===== src/rtl/cpu_bus_pkg.sv =====
// cpu_bus_pkg: shared FSM state encoding and bus mode constants for the bus master arbiter.
package cpu_bus_pkg;
  typedef enum logic [1:0] {IDLE, XFER, RESP} state_t;
  localparam logic BUS_MODE_READ  = 1'b0;
  localparam logic BUS_MODE_WRITE = 1'b1;
endpackage


===== src/rtl/rr_arbiter.sv =====
// rr_arbiter: combinational round-robin pick of the first requester after the one-hot last grant.
module rr_arbiter #(
  parameter int N = 2
) (
  input  logic [N-1:0] req,
  input  logic [N-1:0] last,
  output logic [N-1:0] grant
);
  logic [N-1:0] hi;
  logic [N-1:0] masked;
  always_comb begin
    // hi keeps only channels strictly above last; if none request, wrap to the lowest requester
    hi = ~((last << 1) - N'(1));
    masked = req & hi;
    grant = |masked ? masked & (~masked + N'(1)) : req & (~req + N'(1));
  end
endmodule


===== src/rtl/bus_master_arb.sv =====
// bus_master_arb: round-robin arbitration of NUM_CH requesters onto one BUS_* handshake,
// with per-transfer timeout ending a hung transfer with an error response.
module bus_master_arb
  import cpu_bus_pkg::*;
#(
  parameter int ADDR_W  = 32,
  parameter int DATA_W  = 32,
  parameter int NUM_CH  = 2,
  parameter int TIMEOUT = 255
) (
  input  logic                     clk,
  input  logic                     rst_n,
  input  logic [NUM_CH-1:0]        req_valid,
  output logic [NUM_CH-1:0]        req_ready,
  input  logic [NUM_CH-1:0]        req_mode,
  input  logic [NUM_CH*ADDR_W-1:0] req_addr,
  input  logic [NUM_CH*DATA_W-1:0] req_wdata,
  output logic [NUM_CH-1:0]        rsp_valid,
  output logic [DATA_W-1:0]        rsp_rdata,
  output logic                     rsp_err,
  output logic                     busy,
  output logic [ADDR_W-1:0]        BUS_addr,
  output logic [DATA_W-1:0]        BUS_wdata,
  input  logic [DATA_W-1:0]        BUS_rdata,
  output logic                     BUS_valid,
  output logic                     BUS_mode,
  input  logic                     BUS_wready,
  output logic                     BUS_rready,
  input  logic                     BUS_rvalid
);
  localparam int CW = TIMEOUT == 0 ? 1 : $clog2(TIMEOUT + 1);
  localparam logic [CW-1:0] CNT_LIM = CW'(TIMEOUT == 0 ? 0 : TIMEOUT - 1);
  localparam logic [CW-1:0] CNT_MAX = '1;
  localparam logic [NUM_CH-1:0] LAST_RST = NUM_CH'(1) << (NUM_CH - 1);

  state_t state, state_n;
  logic [NUM_CH-1:0] grant, last_q, g_q;
  logic [ADDR_W-1:0] addr_q;
  logic [DATA_W-1:0] wdata_q, rdata_q;
  logic mode_q, err_q, done, tmo;
  logic [CW-1:0] cnt;
  logic [NUM_CH:0][ADDR_W-1:0] addr_acc;
  logic [NUM_CH:0][DATA_W-1:0] wdata_acc;
  logic [NUM_CH:0] mode_acc;

  rr_arbiter #(.N(NUM_CH)) u_arb (
    .req   (req_valid),
    .last  (last_q),
    .grant (grant)
  );

  // grant is one-hot, so OR-ing the masked channels acts as the request mux
  assign addr_acc[0]  = '0;
  assign wdata_acc[0] = '0;
  assign mode_acc[0]  = 1'b0;
  for (genvar i = 0; i < NUM_CH; i++) begin : g_mux
    assign addr_acc[i+1]  = addr_acc[i]  | (grant[i] ? req_addr[i*ADDR_W +: ADDR_W]  : '0);
    assign wdata_acc[i+1] = wdata_acc[i] | (grant[i] ? req_wdata[i*DATA_W +: DATA_W] : '0);
    assign mode_acc[i+1]  = mode_acc[i]  | (grant[i] & req_mode[i]);
  end

  always_comb begin
    done = state == XFER && (mode_q == BUS_MODE_WRITE ? BUS_wready : BUS_rvalid);
    tmo = TIMEOUT != 0 && state == XFER && cnt == CNT_LIM;
    state_n = state == IDLE ? (|req_valid ? XFER : IDLE) :
              state == XFER ? (done || tmo ? RESP : XFER) : IDLE;
    req_ready = state == IDLE ? grant : '0;
    rsp_valid = state == RESP ? g_q : '0;
    busy = state != IDLE;
    BUS_valid = state == XFER;
    BUS_mode = state == XFER && mode_q == BUS_MODE_WRITE;
    BUS_rready = state == XFER && mode_q == BUS_MODE_READ;
    BUS_addr = addr_q;
    BUS_wdata = wdata_q;
    rsp_rdata = rdata_q;
    rsp_err = err_q;
  end

  always_ff @(posedge clk or negedge rst_n) begin
    if (!rst_n) begin
      state   <= IDLE;
      last_q  <= LAST_RST;
      g_q     <= '0;
      addr_q  <= '0;
      wdata_q <= '0;
      mode_q  <= BUS_MODE_READ;
      rdata_q <= '0;
      err_q   <= 1'b0;
      cnt     <= '0;
    end else begin
      state <= state_n;
      if (state == IDLE && |req_valid) begin
        addr_q  <= addr_acc[NUM_CH];
        wdata_q <= wdata_acc[NUM_CH];
        mode_q  <= mode_acc[NUM_CH];
        g_q     <= grant;
        last_q  <= grant;
        cnt     <= '0;
      end
      if (state == XFER && cnt != CNT_MAX)
        cnt <= cnt + CW'(1);
      // a completing handshake takes precedence over a simultaneous timeout
      if (done || tmo) begin
        rdata_q <= done && mode_q == BUS_MODE_READ ? BUS_rdata : '0;
        err_q   <= !done;
      end
    end
  end
endmodule

===== config.mk =====
export PLATFORM = sky130hd
export DESIGN_NAME = bus_master_arb
export DESIGN_NICKNAME = d
export VERILOG_FILES = /design/src/rtl/cpu_bus_pkg.sv /design/src/rtl/rr_arbiter.sv /design/src/rtl/bus_master_arb.sv
export SDC_FILE = /design/constraint.sdc
export NUM_CORES = 1
export LEC_CHECK = 0
export ABC_AREA = 0
export BUFFER_PORTS_ARGS = -buffer_cell sky130_fd_sc_hd__buf_2
export CAP_MARGIN = 5
export CORE_UTILIZATION = 44
export CTS_CLUSTER_SIZE = 20
export DETAILED_ROUTE_END_ITERATION = 12
export GPL_ROUTABILITY_DRIVEN = 1
export GPL_TIMING_DRIVEN = 0
export PLACE_DENSITY_LB_ADDON = 0.3
export SLEW_MARGIN = 25
export SYNTH_ARGS = -nofsm -noshare
export SYNTH_HDL_FRONTEND = slang
export SYNTH_HIERARCHICAL = 1
export SYNTH_SLANG_ARGS = --single-unit

===== constraint.sdc =====
create_clock -name clk -period 1.95 [get_ports clk]
set_input_delay 0 -clock clk [delete_from_list [all_inputs] [get_ports clk]]
set_output_delay 0 -clock clk [all_outputs]
set_load 0.01 [all_outputs]

==> results.py <==
metrics = {
    "run_status": {
        "outcome": "finished, violations left",
        "violations": "setup timing",
    },
    "clock_network": {
        "cts_tree": "built",
        "root_buffer": "clkbuf_8",
        "clk_latency_ns": 0.38,
        "htreeDepth": 3,
        "cts.sinks": 110,
        "cts_setup_buffers": 0,
        "cts_buffers": 9,
        "clk_pin_slew_worst_paths_ns": 0.11,
        "cts_buffer_depth": 2,
    },
    "synth": {
        "ys_warn_count": 6,
        "synth_area_um2": 4700,
        "synth_cells": 445,
        "syn-num-nets": 615,
        "synth_area_per_cell_um2": 10.6,
    },
    "layout": {
        "fill_cells": 601,
        "nNetsFinal": 1063,
        "seq_area_um2": 2750,
        "final_area_um2": 8270,
        "multi_input_area_um2": 1870,
        "final_cells": 1034,
        "syn_to_final_growth_pct": 75.7,
        "antenna_cells": 0,
        "drive_above_1_share": 0.369,
    },
    "timing": {
        "grt_setup_unrepaired": "yes",
        "fmax_mhz": 506,
        "fin_ws_ns": -0.0260,
        "max_slew_margin": 0.580,
        "fin_crit_sh": 1.01,
        "worst_slew_pin_slew_ns": 0.629,
        "skew_ns": 0.0133,
        "setup_violations": 1,
        "whs_ns": 0.0437,
        "period_needed_ns": 1.98,
        "final-hold-violation-count": 0,
        "maxSlewViolCount": 0,
    },
    "global_route": {
        "antenna_found_initial": 0,
        "grt_pass1_wl_um": 32500,
        "overflow": 0,
        "grtUsageTotal": 0.386,
        "grt_max_degree": 57,
        "grt_pass1_vias": 6270,
    },
    "worst_setup_path": {
        "rr_worst_depth": 5,
        "worst-path-max-fanout": 10,
        "startpoint_type": "flop",
        "worstPathArrival_ns": 2.26,
        "crit-reg2reg-launch": "last_q[0]",
        "cp.required_ns": 2.24,
        "regToRegSetupSlack_ns": -0.03,
        "cp_slowest_cell": "clkbuf_1",
        "worstSetupPathType": "reg2reg",
        "cpPeakStageDelay_ns": 0.51,
        "cp-end-kind": "flop",
        "crit_chain": "a21boi_4, clkbuf_4, clkbuf_1, a221oi_1, nor2_1",
        "rr_endpoint": "BUS_wdata[12]",
    },
    "floorplanning": {
        "ioPinCount": 273,
        "start_util": 0.456,
        "coreArea_um2": 10300,
        "die_h_um": 105,
        "rows": 37,
        "die_area_um2": 11100,
        "die_w_um": 105,
    },
    "power_and_ir_drop": {
        "ir_drop_mv": 0.725,
        "power_density_nw_per_um2": 1380,
        "p_leak_nw": 4.06,
    },
    "hold_path": {
        "whs_path_depth": 4,
        "hold_end": "rsp_err",
        "min_from": "BUS_rvalid",
        "hp-class": "in2reg",
    },
    "placed_design": {
        "place.gp.congestion": 0.884,
        "port_buffers": 272,
        "hpwlAfterDp_um": 11200,
        "dp.cells": 854,
        "placed_area_um2": 6270,
    },
    "route": {
        "met3_length_um": 1640,
        "wl_um": 20800,
        "vias": 5958,
        "top_layer_used": "met4",
        "drt_pass1_iterations": 7,
        "drt-met1-wl_um": 7270,
        "drtIter0Drc": 472,
        "viasPerCell": 5.76,
        "wl_per_cell_um": 20.1,
        "met2_wirelength_um": 10200,
        "postRouteAntennaNets": 0,
        "remaining_drc_errors": 0,
    },
    "job": {
        "drv_cap": 0,
    },
}
## layout by cell type (no fill, tap or decap), types with 2 or more instances in the layout
cell type and instances:
clkbuf_2 6, bufinv_16 2, clkbuf_8 10, buf_6 4, a221oi_1 53, nand3_1 6
o211ai_1 2, o21ai_0 8, buf_1 2, xnor2_1 2, and2_1 3, inv_1 5
nand2b_1 2, clkinvlp_4 2, clkbuf_1 15, and3b_1 2, a22o_2 2, dfrtp_1 109
dlygate4sd3_1 164, a221oi_2 12, nor2_1 135, a22o_1 30, buf_2 278, a21oi_1 3
ha_1 2, nand2_1 12, buf_4 2
## sequential cells by signal (all words and copies together) (netlist names)
| name | count |
|---|---|
| mode_q | 1 |
| last_q | 1 |
| cnt | 8 |
| rsp_err | 1 |
| state | 2 |
| g_q | 1 |
| rsp_rdata | 32 |
| BUS_wdata | 32 |
| BUS_addr | 32 |
## timing repair
item / CTS / global route
hold buffers: 164 / 0
pin swaps: 0 / 0
hold endpoints to repair: 152 / 0
endpoints found under the setup margin: 55 / 43
resized for setup: 12 / 31
## critical path: cells and delay by family (launching register included)
kind                   cells  cell delay, ns
buffers and inverters      2            0.77
and+or+nand+nor            1            0.18
AOI/OAI and AO/OA          2            0.47
DFF                        1            0.47
## layout make-up
type | instances | area share
Timing Repair Buffer | 437 | 0.367
Sequential cell | 110 | 0.333
Multi-Input combinational cell | 293 | 0.226
Buffer | 36 | 0.0224
Tap cell | 136 | 0.0206
Clock buffer | 10 | 0.0167
Clock inverter | 6 | 0.0112
Inverter | 6 | 0.00272
## report_power, final
group,switching (W),internal (W)
Clock,0.000819,0.000766
Combinational,0.00336,0.00233
Sequential,0.000754,0.00339
## how the worst max path moves through the flow
stage                     startpoint  depth (start not counted)       endpoint  slack [ns]
final                      last_q[0]                          5  BUS_wdata[12]       -0.03
after global routing       last_q[0]                          5  BUS_wdata[12]       -0.09
after CTS                  last_q[0]                          6   req_ready[1]       0.005
after detailed placement    state[1]                          6   BUS_wdata[4]       -0.38
after global placement         rst_n                          1  rsp_rdata[29]       -0.33
after floorplan               cnt[0]                          7  rsp_rdata[10]        0.38
## stage by stage
stage	util	worst slack (ns)	setup TNS, ns	power (W)
after floorplan	-	0.384	0	0.00689
after global placement	0.604	-0.333	-41.91	0.00881
after detailed placement	0.607	-0.380	-9.64	0.00900
after CTS	0.792	0.00542	0	0.0109
after global routing	0.801	-0.0933	-0.219	0.0121
final	0.801	-0.0260	-0.0260	0.0114
## metal layers
| metal | track usage | up-vias |
|---|---|---|
| met3 | 0.124 | 164 |
| li1 | - | 2520 |
| met1 | 0.421 | 2810 |
| met2 | 0.616 | 464 |
| met5 | 0 | - |
| met4 | 0.315 | 0 |
Power figures use the tool's default switching activity.
